File: src/rtl/branch_flush_ctrl_if.sv
// Redirect interface between the execute/fetch side and branch_flush_ctrl.
// The master drives the redirect events and the fetch handshake. The slave returns the redirect controls.
interface branch_flush_ctrl_if #(
    parameter int CNT_W = 16
) ();
    logic             BFC_Jump_En;
    logic             BFC_Opcode_b3;
    logic             BFC_Branch_En;
    logic             BFC_Branch_Taken;
    logic             BFC_Stall_In;
    logic             BFC_Fetch_Ready;
    logic             BFC_Pc_Load;
    logic             BFC_Mux_b_sel;
    logic             BFC_Mux_c_sel;
    logic             BFC_Flush;
    logic             BFC_Busy;
    logic [CNT_W-1:0] BFC_Redirect_Count;

    modport master (
        output BFC_Jump_En, BFC_Opcode_b3, BFC_Branch_En, BFC_Branch_Taken,
               BFC_Stall_In, BFC_Fetch_Ready,
        input  BFC_Pc_Load, BFC_Mux_b_sel, BFC_Mux_c_sel, BFC_Flush, BFC_Busy,
               BFC_Redirect_Count
    );

    modport slave (
        input  BFC_Jump_En, BFC_Opcode_b3, BFC_Branch_En, BFC_Branch_Taken,
               BFC_Stall_In, BFC_Fetch_Ready,
        output BFC_Pc_Load, BFC_Mux_b_sel, BFC_Mux_c_sel, BFC_Flush, BFC_Busy,
               BFC_Redirect_Count
    );
endinterface

File: src/rtl/branch_flush_ctrl.sv
// Redirect sequencer: captures a jump/taken branch and loads the target PC into fetch.
// It then flushes FLUSH_SLOTS wrong-path cycles. All outputs are Moore-decoded from flops.
module branch_flush_ctrl #(
    parameter int FLUSH_SLOTS = 2,
    parameter int CNT_W       = 16
) (
    input  logic              BFC_CLOCK_50,
    input  logic              BFC_RESET_InHigh,
    branch_flush_ctrl_if.slave bus
);
    typedef enum logic [1:0] {
        IDLE  = 2'd0,
        LOAD  = 2'd1,
        FLUSH = 2'd2
    } state_t;

    localparam logic [2:0] SLOT_INIT = 3'(FLUSH_SLOTS);

    state_t           state_q, state_d;
    logic             is_jump_q, is_jump_d;
    logic             is_jalr_q, is_jalr_d;
    logic [2:0]       slot_q, slot_d;
    logic [CNT_W-1:0] cnt_q, cnt_d;

    // NOTE: sequential state uses non-blocking assignments only, so every flop samples pre-edge values.
    always_ff @(posedge BFC_CLOCK_50 or posedge BFC_RESET_InHigh) begin
        if (BFC_RESET_InHigh) begin
            state_q   <= IDLE;
            is_jump_q <= 1'b0;
            is_jalr_q <= 1'b0;
            slot_q    <= 3'd0;
            cnt_q     <= '0;
        end else begin
            state_q   <= state_d;
            is_jump_q <= is_jump_d;
            is_jalr_q <= is_jalr_d;
            slot_q    <= slot_d;
            cnt_q     <= cnt_d;
        end
    end

    // NOTE: every _d signal gets its hold value first, so no path through this block infers a latch.
    always_comb begin
        state_d   = state_q;
        is_jump_d = is_jump_q;
        is_jalr_d = is_jalr_q;
        slot_d    = slot_q;
        cnt_d     = cnt_q;
        unique case (state_q)
            IDLE: begin
                if (!bus.BFC_Stall_In &&
                    (bus.BFC_Jump_En || (bus.BFC_Branch_En && bus.BFC_Branch_Taken))) begin
                    is_jump_d = bus.BFC_Jump_En;
                    is_jalr_d = bus.BFC_Jump_En && !bus.BFC_Opcode_b3;
                    state_d   = LOAD;
                end
            end
            LOAD: begin
                if (bus.BFC_Fetch_Ready) begin
                    if (cnt_q != {CNT_W{1'b1}}) cnt_d = cnt_q + CNT_W'(1);
                    slot_d  = SLOT_INIT;
                    state_d = (FLUSH_SLOTS > 0) ? FLUSH : IDLE;
                end
            end
            FLUSH: begin
                // A stall freezes the slot count, so only unstalled cycles retire wrong-path slots.
                if (!bus.BFC_Stall_In) begin
                    slot_d = slot_q - 3'd1;
                    if (slot_q <= 3'd1) begin
                        slot_d  = 3'd0;
                        state_d = IDLE;
                    end
                end
            end
            default: state_d = IDLE;
        endcase
    end

    always_comb begin
        bus.BFC_Pc_Load        = (state_q == LOAD);
        bus.BFC_Mux_b_sel      = (state_q == LOAD) && is_jalr_q;
        bus.BFC_Mux_c_sel      = (state_q == LOAD) && is_jump_q;
        bus.BFC_Flush          = (state_q == FLUSH);
        bus.BFC_Busy           = (state_q != IDLE);
        bus.BFC_Redirect_Count = cnt_q;
    end
endmodule

File: src/flat_wrapper.sv
// flat-port wrapper written by rule: the top's interface ports become plain ports
module branch_flush_ctrl_flat 
#(
    parameter int FLUSH_SLOTS = 2,
    parameter int CNT_W       = 16
)
  (BFC_CLOCK_50, BFC_RESET_InHigh, bus_BFC_Jump_En, bus_BFC_Opcode_b3, bus_BFC_Branch_En, bus_BFC_Branch_Taken, bus_BFC_Stall_In, bus_BFC_Fetch_Ready, bus_BFC_Pc_Load, bus_BFC_Mux_b_sel, bus_BFC_Mux_c_sel, bus_BFC_Flush, bus_BFC_Busy, bus_BFC_Redirect_Count);
  branch_flush_ctrl_if #(.CNT_W(CNT_W)) bus_i ();
  input  logic BFC_CLOCK_50;
  input  logic BFC_RESET_InHigh;
  input wire logic [$bits(bus_i.BFC_Jump_En)-1:0] bus_BFC_Jump_En;
  input wire logic [$bits(bus_i.BFC_Opcode_b3)-1:0] bus_BFC_Opcode_b3;
  input wire logic [$bits(bus_i.BFC_Branch_En)-1:0] bus_BFC_Branch_En;
  input wire logic [$bits(bus_i.BFC_Branch_Taken)-1:0] bus_BFC_Branch_Taken;
  input wire logic [$bits(bus_i.BFC_Stall_In)-1:0] bus_BFC_Stall_In;
  input wire logic [$bits(bus_i.BFC_Fetch_Ready)-1:0] bus_BFC_Fetch_Ready;
  output wire logic [$bits(bus_i.BFC_Pc_Load)-1:0] bus_BFC_Pc_Load;
  output wire logic [$bits(bus_i.BFC_Mux_b_sel)-1:0] bus_BFC_Mux_b_sel;
  output wire logic [$bits(bus_i.BFC_Mux_c_sel)-1:0] bus_BFC_Mux_c_sel;
  output wire logic [$bits(bus_i.BFC_Flush)-1:0] bus_BFC_Flush;
  output wire logic [$bits(bus_i.BFC_Busy)-1:0] bus_BFC_Busy;
  output wire logic [$bits(bus_i.BFC_Redirect_Count)-1:0] bus_BFC_Redirect_Count;
  assign bus_i.BFC_Jump_En = bus_BFC_Jump_En;
  assign bus_i.BFC_Opcode_b3 = bus_BFC_Opcode_b3;
  assign bus_i.BFC_Branch_En = bus_BFC_Branch_En;
  assign bus_i.BFC_Branch_Taken = bus_BFC_Branch_Taken;
  assign bus_i.BFC_Stall_In = bus_BFC_Stall_In;
  assign bus_i.BFC_Fetch_Ready = bus_BFC_Fetch_Ready;
  assign bus_BFC_Pc_Load = bus_i.BFC_Pc_Load;
  assign bus_BFC_Mux_b_sel = bus_i.BFC_Mux_b_sel;
  assign bus_BFC_Mux_c_sel = bus_i.BFC_Mux_c_sel;
  assign bus_BFC_Flush = bus_i.BFC_Flush;
  assign bus_BFC_Busy = bus_i.BFC_Busy;
  assign bus_BFC_Redirect_Count = bus_i.BFC_Redirect_Count;
  branch_flush_ctrl #(.FLUSH_SLOTS(FLUSH_SLOTS), .CNT_W(CNT_W)) u_core (.BFC_CLOCK_50(BFC_CLOCK_50), .BFC_RESET_InHigh(BFC_RESET_InHigh), .bus(bus_i));
endmodule
File: config.mk
export PLATFORM = sky130hd
export DESIGN_NAME = branch_flush_ctrl_flat
export DESIGN_NICKNAME = d
export VERILOG_FILES = /design/src/rtl/branch_flush_ctrl_if.sv /design/src/rtl/branch_flush_ctrl.sv /design/src/flat_wrapper.sv
export SDC_FILE = /design/constraint.sdc
export NUM_CORES = 1
export LEC_CHECK = 0
export CELL_PAD_IN_SITES_DETAIL_PLACEMENT = 1
export CELL_PAD_IN_SITES_GLOBAL_PLACEMENT = 2
export CORE_MARGIN = 1
export CORE_UTILIZATION = 27
export DETAILED_ROUTE_END_ITERATION = 16
export HOLD_SLACK_MARGIN = 0.02
export PLACE_DENSITY_LB_ADDON = 0.1
export REMOVE_ABC_BUFFERS = 1
export SYNTH_ARGS = -nofsm -noshare
export SYNTH_HDL_FRONTEND = slang
export SYNTH_SLANG_ARGS = --single-unit
File: constraint.sdc
create_clock -name BFC_CLOCK_50 -period 1.7 [get_ports BFC_CLOCK_50]
set_input_delay 0.17 -clock BFC_CLOCK_50 [delete_from_list [all_inputs] [get_ports BFC_CLOCK_50]]
set_output_delay 0.17 -clock BFC_CLOCK_50 [all_outputs]
set_load 0.03 [all_outputs]
**Word-level counts from Yosys, hierarchy flattened**

Index checks and enable logic that the tools add are counted.
W data, S select, Z words.

- Output and inout bits: 21
- Flip-flop bits (word level): 23

- Magnitude comparators: 1
- Reduce and logical (&&, ||, !) cells: 15
- Equal/unequal tests: 7
- Add/subtract/negate cells: 2
- Mux-type cells: 9

Operators by type and width:

| cell | number |
|---|---|
| $add A16 B1 Y16 const B | 1 |
| $ne A16 B16 Y1 const B | 1 |
| $mux W3 | 3 |
| $mux W2 | 4 |
| $pmux W2 S3 | 1 |
| $pmux W3 S2 | 1 |
| $reduce_and A3 Y1 | 2 |
| $logic_and A1 B1 Y1 | 5 |
| $ne A2 B1 Y1 const B | 2 |
| $ne A2 B2 Y1 const B | 2 |
| $reduce_and A4 Y1 | 1 |
| $reduce_bool A2 Y1 | 2 |
| $le A3 B1 Y1 const B | 1 |
| $sub A3 B1 Y3 const B | 1 |
| $eq A2 B1 Y1 const B | 1 |
| $eq A2 B2 Y1 const B | 1 |
| $logic_not A1 Y1 | 2 |
| $logic_not A2 Y1 | 1 |
| $reduce_and A2 Y1 | 1 |
| $logic_or A1 B1 Y1 | 1 |

**Longest topological paths before layout**

- Depth after elaboration: 5
- Gate-level depth with buffers: 6
- Gate-level depth less buffers: 6

**Worst setup path before layout**

OpenSTA, ideal clock, no wires.

- Path type: reg-to-reg
- Start point: register u_core.cnt_q[0], in the netlist u_core.bus.BFC_Redirect_Count[0]
- End point: register u_core.cnt_q[13], in the netlist u_core.bus.BFC_Redirect_Count[13]
- Arrival time: 1.736 ns
- Setup slack: -0.174 ns
- Data required time: 1.562 ns
- Setup time: 0.138 ns
- Cell stages (with the launch flop): 6
- Path through: dfrtp_1 > ha_1 > nand4_2 > o41ai_4 > nor4_1 > xor2_1

- Longest elaborated chain between the ends: 2

Ends and longest elaborated chain:

| item | line | text |
|---|---|---|
| from (decl) | branch_flush_ctrl.sv:23 | `logic [CNT_W-1:0] cnt_q, cnt_d;` |
| from (signal assigned) | branch_flush_ctrl.sv:38 | `cnt_q <= cnt_d;` |
| parallel branches: the longest is 2 deep, another holds $add A16 B1 Y16 | -- |  |

Several ways; the timed one is not identified.
A chain may end at the register's enable or synchronous reset.

**Worst setup path after layout**

- Start point: register u_core.cnt_q[11], in the netlist u_core.bus.BFC_Redirect_Count[11]
- End point: output port bus_BFC_Redirect_Count[11]

RTL lines:

| item | line | text |
|---|---|---|
| to (decl) | flat_wrapper.sv:22 | `output wire logic [$bits(bus_i.BFC_Redirect_Count)-1:0] bus_BFC_Redirect_Count;` |

No word-level cell between the ends.

==> results.txt <==
----------------------------------------------------
[Clock tree]
  CTS Sinks ... 23
  Clock-pin slew on the worst setup and hold paths ... 0.09 ns
  Number of buffers on the longest clock path ... 2
  TritonCTS clock tree ... done
  CTS H-tree lvls ... 1
  Clock buffer count from CTS ... 3
  Clock latency at the later pin of the worst-skew pair ... between 0.2 and 0.3 ns
  Cell at the root of the clock tree ... sky130_fd_sc_hd__clkbuf_8

[Detailed routing]
  Number of design rule violations left after detail routing ... 0
  First-pass iteration count of the detailed router ... 4
  Remaining antenna violation count ... 0
  Mean routed wirelength per cell ... 14.5 um
  Violation count after the first detailed-route iteration ... 26
  Final wirelength ... between 3000 and 4000 um
  Routed via count divided by cell count ... 4.87
  Overall via count from detail_route ... between 1k and 1.5k

[STA]
  Worst setup skew after layout ... between 0.004 and 0.005 ns
  Measured slew at the worst slew-check pin ... 0.415 ns
  Final setup violation count ... 0
  Least setup slack across all paths after layout ... between 0.05 and 0.06 ns
  Pins over their slew limit ... 0
  Shortest period the worst path allows ... roughly 1.6 ns
  Final period util ... 0.968
  F_max ... slightly above 600 MHz
  Normalized max-slew margin ... 0.722
  Count of endpoints failing hold in the final timing report ... 0
  RSZ-0062 raised after global routing ... false

[Setup path]
  Worst endpoint data arrival time ... 1.48 ns
  Maximum fanout count along the critical path ... 5
  Sort of element at the end of the critical path ... output pin
  Data required time at the worst endpoint ... between 1.5 and 2 ns
  Startpoint Class ... register
  Type of the setup path with the least slack ... register to output pin

[Floorplan]
  Total number of placement rows ... 24
  Std-Cell Core Area ... approximately 4400 um^2
  Boundary pin count ... 29
  Chip width ... just under 70 um
  Die area ... ~4800 um^2
  Initial standard-cell utilization of the core ... 0.280
  Die span in y ... 69.2 um

[Hold path]
  Path class of the lowest-slack min-delay path ... primary input to async pin

[GRT]
  Pin count of the biggest net entering global routing ... 24
  Number of global-route vias before repair ... 1,095
  Wire length of the first global-routing pass ... 5350 um
  Initial antenna violation count ... 0
  GR Overflow Total ... 0
  GRT Overall Usage ... 0.141

[Synth]
  Share of synthesized area spent on multiplexers ... 0.0123
  Largest family of logic cells by synthesized area ... simple AND/OR/NAND/NOR gates
  Number of distinct library cells after synthesis ... 34
  Yosys warns ... 0
  Cell types with the largest area share after synthesis ... sky130_fd_sc_hd__dfrtp_1 (47%), sky130_fd_sc_hd__xor2_1 (11%), sky130_fd_sc_hd__nor3_1 (3.7%)
  Area share of fa/ha/maj cells after synthesis ... 0.0308
  Simple-gate share of the synthesized area ... 0.243
  Post-synthesis compound-gate area fraction ... 0.109
  Primary FF master, synth ... sky130_fd_sc_hd__dfrtp_1
  Xor/xnor cell area share of the yosys netlist ... 0.108
  Number of enable flip-flop cells after synthesis ... 0
  Synth top area share ... 0.472
  Post-synth design cell area ... 1220 um^2
  Synthesized area per cell ... about 11 um^2
  Post-synthesis instance total ... around 110
  Library cell occupying the most area in the post-synthesis netlist ... sky130_fd_sc_hd__dfrtp_1
  Count of state elements after synthesis ... 23
  Sequential element share of the synthesized area ... 0.472
  FFs w/ async S/R, synth ... 1.00

[Place]
  Dpl hpwl ... between 2000 and 2500 um
  Number of buffers added on ports ... 28
  Setup slack after placement ... 0.0298 ns
  Global placement routability congestion ... 0.754
  Placed instance area ... about 1700 um^2

[Layout]
  Diodes inserted ... 0
  Area delta synth->final ... 45.7%
  Final layout net count ... ~180
  Final standard cell area without fillers ... between 1500 and 2000 um^2
  Fillers ... 486
  Area of combinational cells with multiple inputs ... between 600 and 700 um^2
  Storage cell area ... roughly 580 um^2
  Fraction of final layout cells with drive strength greater than 1 ... 0.233

[Run status]
  Run status ... completed

[Pwr]
  Power per unit of standard cell area ... around 1200 nW/um^2
  Worst voltage drop across the vdd grid ... roughly 0.46 mV
  Static leakage power ... 0.907 nW

[Run]
  Max-cap viol count ... 0

----------------------------------------------------
==> repair_timing <==
action	4_1_cts	5_1_grt
gates resized for setup	6	11
pin swaps	0	2
hold buffers	0	0
setup endpoints to repair	6	12
buffers inserted	0	1
==> final timing paths <==
path	start	end	slack (ns)	cells after the start
max	u_core.bus.BFC_Redirect_Count[11]$_DFFE_PP0P_	bus_BFC_Redirect_Count[11]	0.05	2
min	BFC_RESET_InHigh	u_core.is_jump_q$_DFFE_PP0P_	0.24	3
max reg2reg	u_core.bus.BFC_Redirect_Count[0]$_DFFE_PP0P_	u_core.bus.BFC_Redirect_Count[11]$_DFFE_PP0P_	0.10	6
min reg2reg	u_core.is_jalr_q$_DFFE_PP0P_	u_core.is_jalr_q$_DFFE_PP0P_	0.49	2
max in group asynchronous	BFC_RESET_InHigh	u_core.bus.BFC_Redirect_Count[0]$_DFFE_PP0P_	1.21	3
min in group BFC_CLOCK_50	bus_BFC_Opcode_b3	u_core.is_jalr_q$_DFFE_PP0P_	0.46	2
==> synth_stat cells, drive strengths merged, types with 3 or more instances <==
master and instances:
ha 3, nand2 10, nor4 4, nor2 4, nand3 5, inv 6
o21ai 3, o41ai 3, dfrtp 23, xor2 15, nor3 9, nand4 5
==> through the flow <==
stage	setup TNS [ns]	power, mW	std cells	util	hold slack (ns)
final	0	2.15	215	0.408	0.237
after floorplan	-1.37	1.38	112	-	0.172
after global routing	0	2.32	215	0.408	0.288
after global placement	0	1.82	210	0.389	0.469
after CTS	0	2.16	214	0.399	0.260
after detailed placement	0	1.84	210	0.389	0.479
==> logic make-up (layout without fill, tap and decap cells) <==
logic type                 count (synthesis)  count (layout)
and+or+nand+nor                           49              49
xor gates and xnor gates                  15              15
adders and majority gates                  3               3
muxes                                      1               1
DFF                                       23              23
buffers and inverters                      8              57
AOI/OAI and AO/OA                         15              15
==> cell type report <==
cell class	count	area share
well taps	52	0.0366
multi-input cells	83	0.367
repair buffers	47	0.234
clock buffers	4	0.0254
flip-flops and latches	23	0.324
inverters	6	0.0127
==> layer usage <==
layer,part of all wire,wire [um],GRT usage
met5,0,0,0
met4,0.012,38,0.0476
met3,0.031,97,0.0262
met2,0.47,1460,0.232
met1,0.49,1530,0.186
==> registers in the layout, indices dropped and copies added, names as in the netlist <==
name and cells:
u_core.state_q 2, u_core.is_jump_q 1, u_core.slot_q 3, u_core.bus.BFC_Redirect_Count 16, u_core.is_jalr_q 1
==> power breakdown <==
group	internal [mW]	total, mW	switching [mW]
sequential	0.675	0.803	0.128
combinational	0.446	0.997	0.551
clock	0.167	0.349	0.181
==> layout by cell type, fill, tap and decap left out, types with 2 or more instances in the layout <==
| cell | synthesis | layout |
|---|---|---|
| sky130_fd_sc_hd__dfrtp_1 | 23 | 23 |
| sky130_fd_sc_hd__clkdlybuf4s50_1 | 0 | 22 |
| sky130_fd_sc_hd__buf_4 | 0 | 18 |
| sky130_fd_sc_hd__xor2_1 | 15 | 15 |
| sky130_fd_sc_hd__nand2_1 | 10 | 10 |
| sky130_fd_sc_hd__nor3_1 | 9 | 9 |
| sky130_fd_sc_hd__inv_1 | 6 | 6 |
| sky130_fd_sc_hd__nand3_1 | 4 | 4 |
| sky130_fd_sc_hd__o21ai_0 | 3 | 3 |
| sky130_fd_sc_hd__nand4_1 | 3 | 3 |
| sky130_fd_sc_hd__nor2_1 | 3 | 3 |
| sky130_fd_sc_hd__clkbuf_8 | 0 | 3 |
| sky130_fd_sc_hd__dlygate4sd2_1 | 0 | 3 |
| sky130_fd_sc_hd__a21o_1 | 2 | 2 |
| sky130_fd_sc_hd__nand2b_1 | 2 | 2 |
| sky130_fd_sc_hd__and3_1 | 2 | 2 |
| sky130_fd_sc_hd__nor4_4 | 1 | 2 |
| sky130_fd_sc_hd__o211ai_1 | 2 | 2 |
| sky130_fd_sc_hd__nor4_2 | 0 | 2 |
| sky130_fd_sc_hd__and2_1 | 2 | 2 |
| sky130_fd_sc_hd__o41ai_1 | 2 | 2 |
| sky130_fd_sc_hd__nor3b_1 | 2 | 2 |
| sky130_fd_sc_hd__ha_1 | 3 | 2 |
| sky130_fd_sc_hd__clkbuf_2 | 0 | 2 |
==> worst max-delay path, stage by stage, from the launching register on <==
cell and delay, ns:
sky130_fd_sc_hd__dfrtp_1 0.39, sky130_fd_sc_hd__buf_4 0.15, sky130_fd_sc_hd__clkdlybuf4s50_1 0.67
No activity file was read; power rests on OpenSTA's default activity.
